## config.mk

```make
export PLATFORM = sky130hd
export DESIGN_NAME = sound_sequencer
export DESIGN_NICKNAME = d
export VERILOG_FILES = /design/src/rtl/sound_sequencer_pkg.sv /design/src/rtl/sound_sequencer_tone_gen.sv /design/src/rtl/sound_sequencer.sv
export SDC_FILE = /design/constraint.sdc
export NUM_CORES = 1
export LEC_CHECK = 0
export BUFFER_PORTS_ARGS = -buffer_cell sky130_fd_sc_hd__buf_2
export CAP_MARGIN = 0
export CORE_MARGIN = 5
export CORE_UTILIZATION = 56
export CTS_CLUSTER_SIZE = 28
export DETAILED_ROUTE_END_ITERATION = 6
export PLACE_DENSITY = 0.77
export SLEW_MARGIN = 20
export SYNTH_ARGS = -nofsm -noshare
export SYNTH_HDL_FRONTEND = slang
export SYNTH_HIERARCHICAL = 1
export SYNTH_SLANG_ARGS = --single-unit
export TNS_END_PERCENT = 10
```

## constraint.sdc

```tcl
create_clock -name CLK -period 3.7 [get_ports CLK]
set_input_delay 0.74 -clock CLK [delete_from_list [all_inputs] [get_ports CLK]]
set_output_delay 0.74 -clock CLK [all_outputs]
set_load 0.05 [all_outputs]
```

## src/rtl/sound_sequencer_pkg.sv

```systemverilog
// Shared types and pitch tables for the sound sequencer and its tone divider.
// Rows of JINGLE_HP are indexed by event_e; columns by note index 0..3.
package sound_sequencer_pkg;

    localparam int unsigned HpW = 16;

    typedef logic [1:0] state_t;
    localparam state_t StIdle = 2'd0;
    localparam state_t StTone = 2'd1;
    localparam state_t StLoad = 2'd2;
    localparam state_t StPlay = 2'd3;

    typedef enum logic [1:0] {
        EvStart = 2'd0,
        EvHs    = 2'd1,
        EvWin   = 2'd2,
        EvLose  = 2'd3
    } event_e;

    localparam logic [HpW-1:0] COLOR_HP [4] = '{16'd19111, 16'd15169, 16'd12755, 16'd9556};

    // A half-period of 0 is a rest.
    localparam logic [HpW-1:0] JINGLE_HP [4][4] = '{
        '{16'd19111, 16'd15169, 16'd12755, 16'd9556},
        '{16'd12755, 16'd0,     16'd12755, 16'd9556},
        '{16'd15169, 16'd12755, 16'd9556,  16'd9556},
        '{16'd9556,  16'd12755, 16'd15169, 16'd19111}
    };

    function automatic logic [HpW-1:0] jingle_hp(input event_e ev, input logic [1:0] note);
        return JINGLE_HP[ev][note];
    endfunction

    function automatic event_e prio_sel(input logic [3:0] pend);
        if (pend[EvLose]) return EvLose;
        if (pend[EvWin])  return EvWin;
        if (pend[EvHs])   return EvHs;
        return EvStart;
    endfunction

endpackage

```

## src/rtl/sound_sequencer_tone_gen.sv

```systemverilog
// Square-wave divider: SQ toggles every HP cycles; HP of 0 holds SQ low.
// Any change of HP restarts the phase with SQ low.
module tone_gen #(
    parameter int unsigned DIV_W = 16
) (
    input  logic             CLK,
    input  logic             RST_N,
    input  logic [DIV_W-1:0] HP,
    output logic             SQ
);

    logic [DIV_W-1:0] cnt_q, cnt_d;
    logic [DIV_W-1:0] hp_q;
    logic             sq_q, sq_d;

    always_comb begin
        cnt_d = cnt_q;
        sq_d  = sq_q;
        if (HP != hp_q || HP == '0) begin
            cnt_d = '0;
            sq_d  = 1'b0;
        end else if (cnt_q == HP - 1'b1) begin
            cnt_d = '0;
            sq_d  = ~sq_q;
        end else begin
            cnt_d = cnt_q + 1'b1;
        end
    end

    always_ff @(posedge CLK or negedge RST_N) begin
        if (!RST_N) begin
            cnt_q <= '0;
            hp_q  <= '0;
            sq_q  <= 1'b0;
        end else begin
            cnt_q <= cnt_d;
            hp_q  <= HP;
            sq_q  <= sq_d;
        end
    end

    assign SQ = sq_q;

endmodule

```

## src/rtl/sound_sequencer.sv

```systemverilog
// Jingle/colour-tone sequencer driving a square-wave speaker.
// Define IV_MELODY_EN to play all four ROM notes; otherwise note 0 is held for the whole jingle.
module sound_sequencer
    import sound_sequencer_pkg::*;
#(
    parameter int unsigned DIV_W      = 16,
    parameter int unsigned NOTE_TICKS = 8
) (
    input  logic       CLK,
    input  logic       RST_N,
    input  logic       TICK,
    input  logic       COLOR_REQ,
    input  logic [1:0] COLOR,
    input  logic       START_REQ,
    input  logic       HS_REQ,
    input  logic       WIN_REQ,
    input  logic       LOSE_REQ,
    input  logic       MUTE,
    output logic       SPK,
    output logic       BUSY,
    output logic       DONE
);

    localparam int unsigned TW = (NOTE_TICKS > 1) ? $clog2(NOTE_TICKS) : 1;
    localparam logic [TW-1:0] TickLast = TW'(NOTE_TICKS - 1);

    state_t        state_q, state_d;
    logic [3:0]    pend_q, pend_d;
    event_e        ev_q, ev_d;
    logic [1:0]    note_q, note_d;
    logic [TW-1:0] tick_q, tick_d;
    logic          done_q, done_d;
    logic [3:0]    req_v, clr;
    logic [1:0]    note_sel;
    logic [DIV_W-1:0] hp;
    logic          sq;

`ifdef IV_MELODY_EN
    assign note_sel = note_q;
`else
    assign note_sel = 2'd0;
`endif

    always_comb begin
        state_d = state_q;
        ev_d    = ev_q;
        note_d  = note_q;
        tick_d  = tick_q;
        done_d  = 1'b0;
        clr     = '0;
        req_v   = {LOSE_REQ, WIN_REQ, HS_REQ, START_REQ};
        if (state_q == StPlay) begin
            req_v[ev_q] = 1'b0;
        end

        case (state_q)
            StIdle: begin
                if (|pend_q) begin
                    state_d = StLoad;
                end else if (COLOR_REQ) begin
                    state_d = StTone;
                end
            end
            StTone: begin
                if (|pend_q) begin
                    state_d = StLoad;
                end else if (!COLOR_REQ) begin
                    state_d = StIdle;
                end
            end
            StLoad: begin
                note_d = 2'd0;
                tick_d = '0;
                if (|pend_q) begin
                    ev_d       = prio_sel(pend_q);
                    clr[ev_d]  = 1'b1;
                    state_d    = StPlay;
                end else begin
                    state_d = StIdle;
                end
            end
            StPlay: begin
                if (TICK) begin
                    if (tick_q == TickLast) begin
                        tick_d = '0;
                        if (note_q == 2'd3) begin
                            note_d  = 2'd0;
                            done_d  = 1'b1;
                            state_d = (|pend_q) ? StLoad : StIdle;
                        end else begin
                            note_d = note_q + 2'd1;
                        end
                    end else begin
                        tick_d = tick_q + 1'b1;
                    end
                end
            end
            default: state_d = StIdle;
        endcase

        // A request arriving in the load cycle survives the clear.
        pend_d = (pend_q & ~clr) | req_v;
    end

    always_comb begin
        hp = '0;
        case (state_q)
            StTone: begin
                if (COLOR_REQ && !(|pend_q)) begin
                    hp = DIV_W'(COLOR_HP[COLOR]);
                end
            end
            StPlay:  hp = DIV_W'(jingle_hp(ev_q, note_sel));
            default: hp = '0;
        endcase
    end

    always_ff @(posedge CLK or negedge RST_N) begin
        if (!RST_N) begin
            state_q <= StIdle;
            pend_q  <= '0;
            ev_q    <= EvStart;
            note_q  <= 2'd0;
            tick_q  <= '0;
            done_q  <= 1'b0;
        end else begin
            state_q <= state_d;
            pend_q  <= pend_d;
            ev_q    <= ev_d;
            note_q  <= note_d;
            tick_q  <= tick_d;
            done_q  <= done_d;
        end
    end

    tone_gen #(
        .DIV_W(DIV_W)
    ) u_tone (
        .CLK  (CLK),
        .RST_N(RST_N),
        .HP   (hp),
        .SQ   (sq)
    );

    assign SPK  = sq & ~MUTE;
    assign BUSY = (state_q != StIdle);
    assign DONE = done_q;

endmodule

```

# Word level (Yosys, flattened, before mapping)
# Index checks and enable logic that the tools add are counted.
# totals
reg_bits	47
inputBits	11
out_inout_bits	3
elab_cells	116
# classes
n_addsub	4
order_cmp	6
n_eq_ne	12
mux	60
n_bitwise	10
n_reduce_logical	15
# op_table
operator	count
$bmux W64 S2	1
$mux W64	2
$mux W16	5
$mux W2	20
$bmux W16 S2	1
$pmux W16 S2	1
$mux W1	20
$add A16 B1 Y16 const B	1
$eq A16 B16 Y1	1
$logic_not A16 Y1	1
$ne A16 B16 Y1	1
$sub A16 B1 Y16 const B	1
$mux W4	3
$and A4 B4 Y4	2
$not A4 Y4	2
$pmux W2 S4	1
$eq A2 B2 Y1 const B	3
$ge A3 B3 Y1 const B	2
$lt A2 B3 Y1 const B	2
$mux W3	2
$ne A3 B3 Y1 const B	2
$not A2 Y3	2
$pmux W3 S2	1
$reduce_bool A2 Y1	3
20 further kinds	27

# Logic depth before layout (Yosys ltp)
# depth
ltp_word	24
depth_mapped	13
ltp_nobuf	12

# Modules after synthesis
# The synthesis kept the hierarchy.
# by_module_without_submodules
module	n_inst	cells_each	area_each_um2
tone_gen	1	198	2003.2
sound_sequencer	1	101	982.2

# Least setup slack after synthesis
# No wires, ideal clock.
# synth_path
path_kind	input to register
start	input port COLOR[0]
end	register u_tone.sq_q, in the netlist u_tone/SQ
arrival_ps	4007
path_slack_ps	-432
cell_stages	9
path_cell_list	inv_1 > ha_1 > o32ai_1 > clkbuf_1 > a21boi_0 > o21a_1 > o21bai_1 > a2111oi_4 > mux2_4
# synth_via
elab_chain_len	9
word_cells_on_any_way	13
classes_between	add/sub: 1; eq/ne: 2; mux: 6; bitwise: 1; reduce/logical: 3
# synth_rtl
item	line_no	rtl
start: declaration	sound_sequencer.sv:13	input logic [1:0] COLOR,
$not A2 Y3 (implied by the code) *	sound_sequencer.sv:110	hp = DIV_W'(COLOR_HP[COLOR]);
$bmux W16 S2 *	sound_sequencer.sv:110	
$mux W16 (implied by the code) * (2 in a row)	sound_sequencer.sv:110	
$mux W16 *	sound_sequencer.sv:109	if (COLOR_REQ && !(|pend_q)) begin
$pmux W16 S2 *	sound_sequencer.sv:107	case (state_q)
named net hp[13]	sound_sequencer.sv:35	logic [DIV_W-1:0] hp;
$sub A16 B1 Y16 (tied with other cells)	sound_sequencer_tone_gen.sv:22	end else if (cnt_q == HP - 1'b1) begin
$eq A16 B16 Y1 or $logic_or A1 B1 Y1 (tied branches)	sound_sequencer_tone_gen.sv:22, sound_sequencer_tone_gen.sv:19	
$reduce_bool A2 Y1 (no source line) or $mux W1 (tied branches)	-	
end signal: assignment	sound_sequencer_tone_gen.sv:38	sq_q <= sq_d;
end: declaration	sound_sequencer_tone_gen.sv:14	logic sq_q, sq_d;
# The timed path passes the listed nets; every way through them passes the cells marked *. The select of a mux whose other input is x is not followed.
# A chain may end at the register's enable or synchronous reset.

# Final worst setup path
# layout_path
start	register state_q[0]
end	register u_tone.cnt_q[8]
# layout_via
elab_chain_len	6
word_cells_on_any_way	10
classes_between	add/sub: 1; eq/ne: 4; mux: 3; reduce/logical: 2
# layout_rtl
item	line_no	rtl
start: declaration	sound_sequencer.sv:27	state_t state_q, state_d;
start signal: assignment	sound_sequencer.sv:120	state_q <= StIdle;
start signal: assignment	sound_sequencer.sv:127	state_q <= state_d;
$eq A2 B2 Y1 or $eq A2 B1 Y1 (tied branches)	sound_sequencer.sv:107	
$pmux W16 S2 *	sound_sequencer.sv:107	
named net hp[4]	sound_sequencer.sv:35	
$sub A16 B1 Y16	sound_sequencer_tone_gen.sv:22	
$eq A16 B16 Y1	sound_sequencer_tone_gen.sv:22	
$mux W16	sound_sequencer_tone_gen.sv:22	
$mux W16 *	sound_sequencer_tone_gen.sv:19	if (HP != hp_q || HP == '0) begin
named net u_tone.cnt_d[8]	sound_sequencer_tone_gen.sv:12	logic [DIV_W-1:0] cnt_q, cnt_d;
end signal: assignment	sound_sequencer_tone_gen.sv:36	cnt_q <= cnt_d;
end: declaration	sound_sequencer_tone_gen.sv:12	
# The timed path passes the listed nets; every way through them passes the cells marked *.

==> metrics.md <==
| Metric | Value |
|---|---|
| Final setup vio count | 0 |
| Crit path kind | reg2reg |
| Worst path required time | 3.89 ns |
| Crit start category | flop |
| TritonCTS clock tree | built |
| Die X | 83.02 um |
| Max Slew Vio Count | 0 |
| Reg clk slew, reported paths | 0.09 ns |
| Reg-to-Reg End | u_tone/cnt_q[8] |
| Max-cap viol count | 0 |
| Fin util | 64.44% |
| Overall power | 0.002030 W |
| Final worst path period share | 90.45% |
| Initial DRC count | 134 |
| XOR/XNOR Fraction of Synth Area | 14.88% |
| DR top layer | met4 |
| Floorplan row count | 26 |
| Crit-path max cell delay | 0.58 ns |
| Worst min-delay path category | in2async |
| Pwr per Cell Area | 612.9 nW/um2 |
| CTS Buffer Depth | 2 |
| Die ar. | 6891 um2 |
| Setup bufs post-CTS | 0 |
| Vias | 2305 |
| Critical Path AT | 3.53 ns |
| Setup TNS | 0 ns |
| Number of diodes | 0 |
| CP Cell Sequence | inv_1 > o32ai_1 > buf_4 > or4_4 > nor4_2 > o21a_1 > o21bai_1 > a2111oi_4 > buf_4 > nor3_1 |
| Compound-Gate Fraction of Synth Area | 12.24% |
| Via-to-Cell Ratio | 5.865 |
| Clock Latency Late Sink | 0.31 ns |
| Die Y | 83.02 um |
| Synth warn | 6 |
| Area Overhead vs Synth | 10.94% |
| Post-Synth Adder-Cell Area | 6.287% |
| Total Routed Length | 6095 um |
| Outcome | complete, no violations |
| Flops & latches, synth | 47 |
| Fmax | 298.8 MHz |
| Largest net degree at the start of global routing | 48 |
| # nets final | 348 |
| Final Wtd Congestion | 0.9538 |
| Placement-stage cell area | 3207 um2 |
| Commonest non-fill, non-tap cells in the layout | 47 x dfrtp_1, 33 x xnor2_1, 20 x nor3_1 |
| Number of routed nets with antenna violations | 0 |
| Crit-path max FO | 18 |
| Post-synthesis cell area | 2985 um2 |
| Final Hold Vio Count | 0 |
| Ratio of cells with drive above 1 in the final layout | 15.17% |
| Reg2reg path depth | 10 |
| Leakage Power | 1.348 nW |
| IO buf count | 13 |
| Mapped Cells | 299 |
| Root buf cell | clkbuf_8 |
| Detailed Place HPWL | 4434 um |
| GR Overflow Total | 0 |
| Netlist cell types | 59 |
| Gr usage total | 18.76% |
| Inserted Clock Buffers | 5 |
| Async S/R FF share, synth | 100.0% |
| Setup Skew | 0.01065 ns |
| Initial antenna violation count | 0 |
| IO Count | 14 |
| Initial cell density of the core | 58.08% |
| Slowest-stage cell, CP | dfrtp_1 |
| Drt first pass iters | 4 |
| CP most frequent cell | buf_4 |
| M1 WL | 2902 um |
| Commonest non-fill, non-tap cell in the layout | dfrtp_1 |
| Post-route cell area | 3312 um2 |
| H-Tree Depth | 2 |
| Mux share of post-synthesis cell area | 0.5029% |
| Max_slew headroom | 60.74% |
| Cell taking the most area after synthesis | dfrtp_1 |
| Slew at the pin closest to its max-slew limit | 0.5889 ns |
| Largest family of logic cells by synthesized area | simple AND/OR/NAND/NOR gates |
| Synth top area cells | dfrtp_1 39%, xnor2_1 9.7%, ha_1 6.3% |
| Simple-Gate Fraction of Synth Area | 22.88% |
| Number of flops mapped to enable cells by yosys | 0 |
| Routed len/inst | 15.51 um |
| Met2 wire len | 2813 um |
| Avg Cell Area, Syn | 9.984 um2 |
| Post-synthesis sequential area ratio | 39.40% |
| Core Region | 5140 um2 |
| Routed wl met3 | 293 um |
| Flop2flop setup slack | 0.35 ns |
| FF-to-FF Start | state_q[0] |
| Maximum vdd drop | 302.9 uV |
| Unrepaired setup endpoints after global routing | false |
| Number of global-route vias before repair | 2250 |
| Crit end category | flop |
| Num Clock Sinks | 47 |
| First-pass GRT wire length | 10900 um |
| # DRC | 0 |
| Final Critical Period | 3.346 ns |
| Synth Flop Type | dfrtp_1 |
| Top cell type's share of synthesized area | 39.40% |
[kinds of logic (layout without fill, tap and decap cells)]
group,Yosys count,in the layout
AO/OA/AOI/OAI,47,47
XOR/XNOR,49,49
adder cells (fa/ha/maj),15,15
buffers and inverters,25,43
flip-flops,47,47
multiplexers,1,1
other,1,7
AND/OR/NAND/NOR,114,114
[Yosys cell counts (all sizes together), types with 6 or more instances]
| master | n |
|---|---|
| a21oi | 7 |
| clkbuf | 10 |
| dfrtp | 47 |
| ha | 15 |
| inv | 10 |
| nand2 | 14 |
| nand3 | 8 |
| nand3b | 6 |
| nand4 | 14 |
| nor2 | 15 |
| nor2b | 7 |
| nor3 | 20 |
| nor4 | 9 |
| xnor2 | 33 |
| xor2 | 15 |
[metrics by stage]
| step | setup slack (ns) | hold slack, ns | instances |
|---|---|---|---|
| CTS | 0.2128 | 0.5306 | 393 |
| floorplan | 0.09695 | 0.4444 | 305 |
| detailed placement | 0.09389 | 0.5094 | 385 |
| global route | 0.04106 | 0.4744 | 393 |
| finish | 0.3535 | 0.4287 | 393 |
| global placement | 0.1556 | 0.4954 | 385 |
[where the power goes]
part	switching (W)	internal, W
Sequential	0.0000837	0.000622
Combinational	0.000551	0.000457
Clock	0.000180	0.000137
Total	0.000814	0.00122
[layout make-up]
cell class | count | area (um2)
multi-input cells | 233 | 1747
clock inverters | 3 | 22.52
clock buffers | 5 | 68.82
flip-flops and latches | 47 | 1176
well taps | 70 | 87.58
repair buffers | 25 | 170.2
inverters | 10 | 40.04
fillers | 437 | 1828
[sequential cells by signal, indices dropped and copies added, names as in the netlist]
| name | cells |
|---|---|
| tick_q | 3 |
| pend_q | 4 |
| note_q | 2 |
| state_q | 2 |
| u_tone/hp_q | 16 |
| DONE | 1 |
| ev_q | 2 |
| u_tone/cnt_q | 16 |
| u_tone/SQ | 1 |
[repair_timing]
action / 4_1_cts / 5_1_grt
hold buffers: 0 / 0
gates resized for setup: 0 / 2
endpoints found under the hold margin: 0 / 0
endpoints found under the setup margin: 0 / 17
[how the worst max path moves through the flow]
stage                from              end  cells after the start  slack [ns]
3_3_place_gp     COLOR[1]  u_tone/cnt_q[4]                     14        0.16
4_1_cts         pend_q[3]  u_tone/cnt_q[6]                     11        0.21
5_1_grt         pend_q[3]  u_tone/cnt_q[6]                     12        0.04
2_1_floorplan    COLOR[0]        u_tone/SQ                      9         0.1
3_5_place_dp     COLOR[1]  u_tone/cnt_q[6]                     14        0.09
6_report       state_q[0]  u_tone/cnt_q[8]                     10        0.35
[routing by layer]
metal  GRT usage (%)  up-vias
li1                -     1129
met1           26.01     1118
met2           29.88       50
met3           3.762        8
met4           5.201        0
met5               0        -
[critical path: cells and delay by family, from the launching register on]
family / cells / cell delay (ns)
compound gates: 4 / 0.84
buf+inv: 3 / 0.87
simple gates: 3 / 0.92
flops: 1 / 0.58
(Power assumes the default switching activity.)
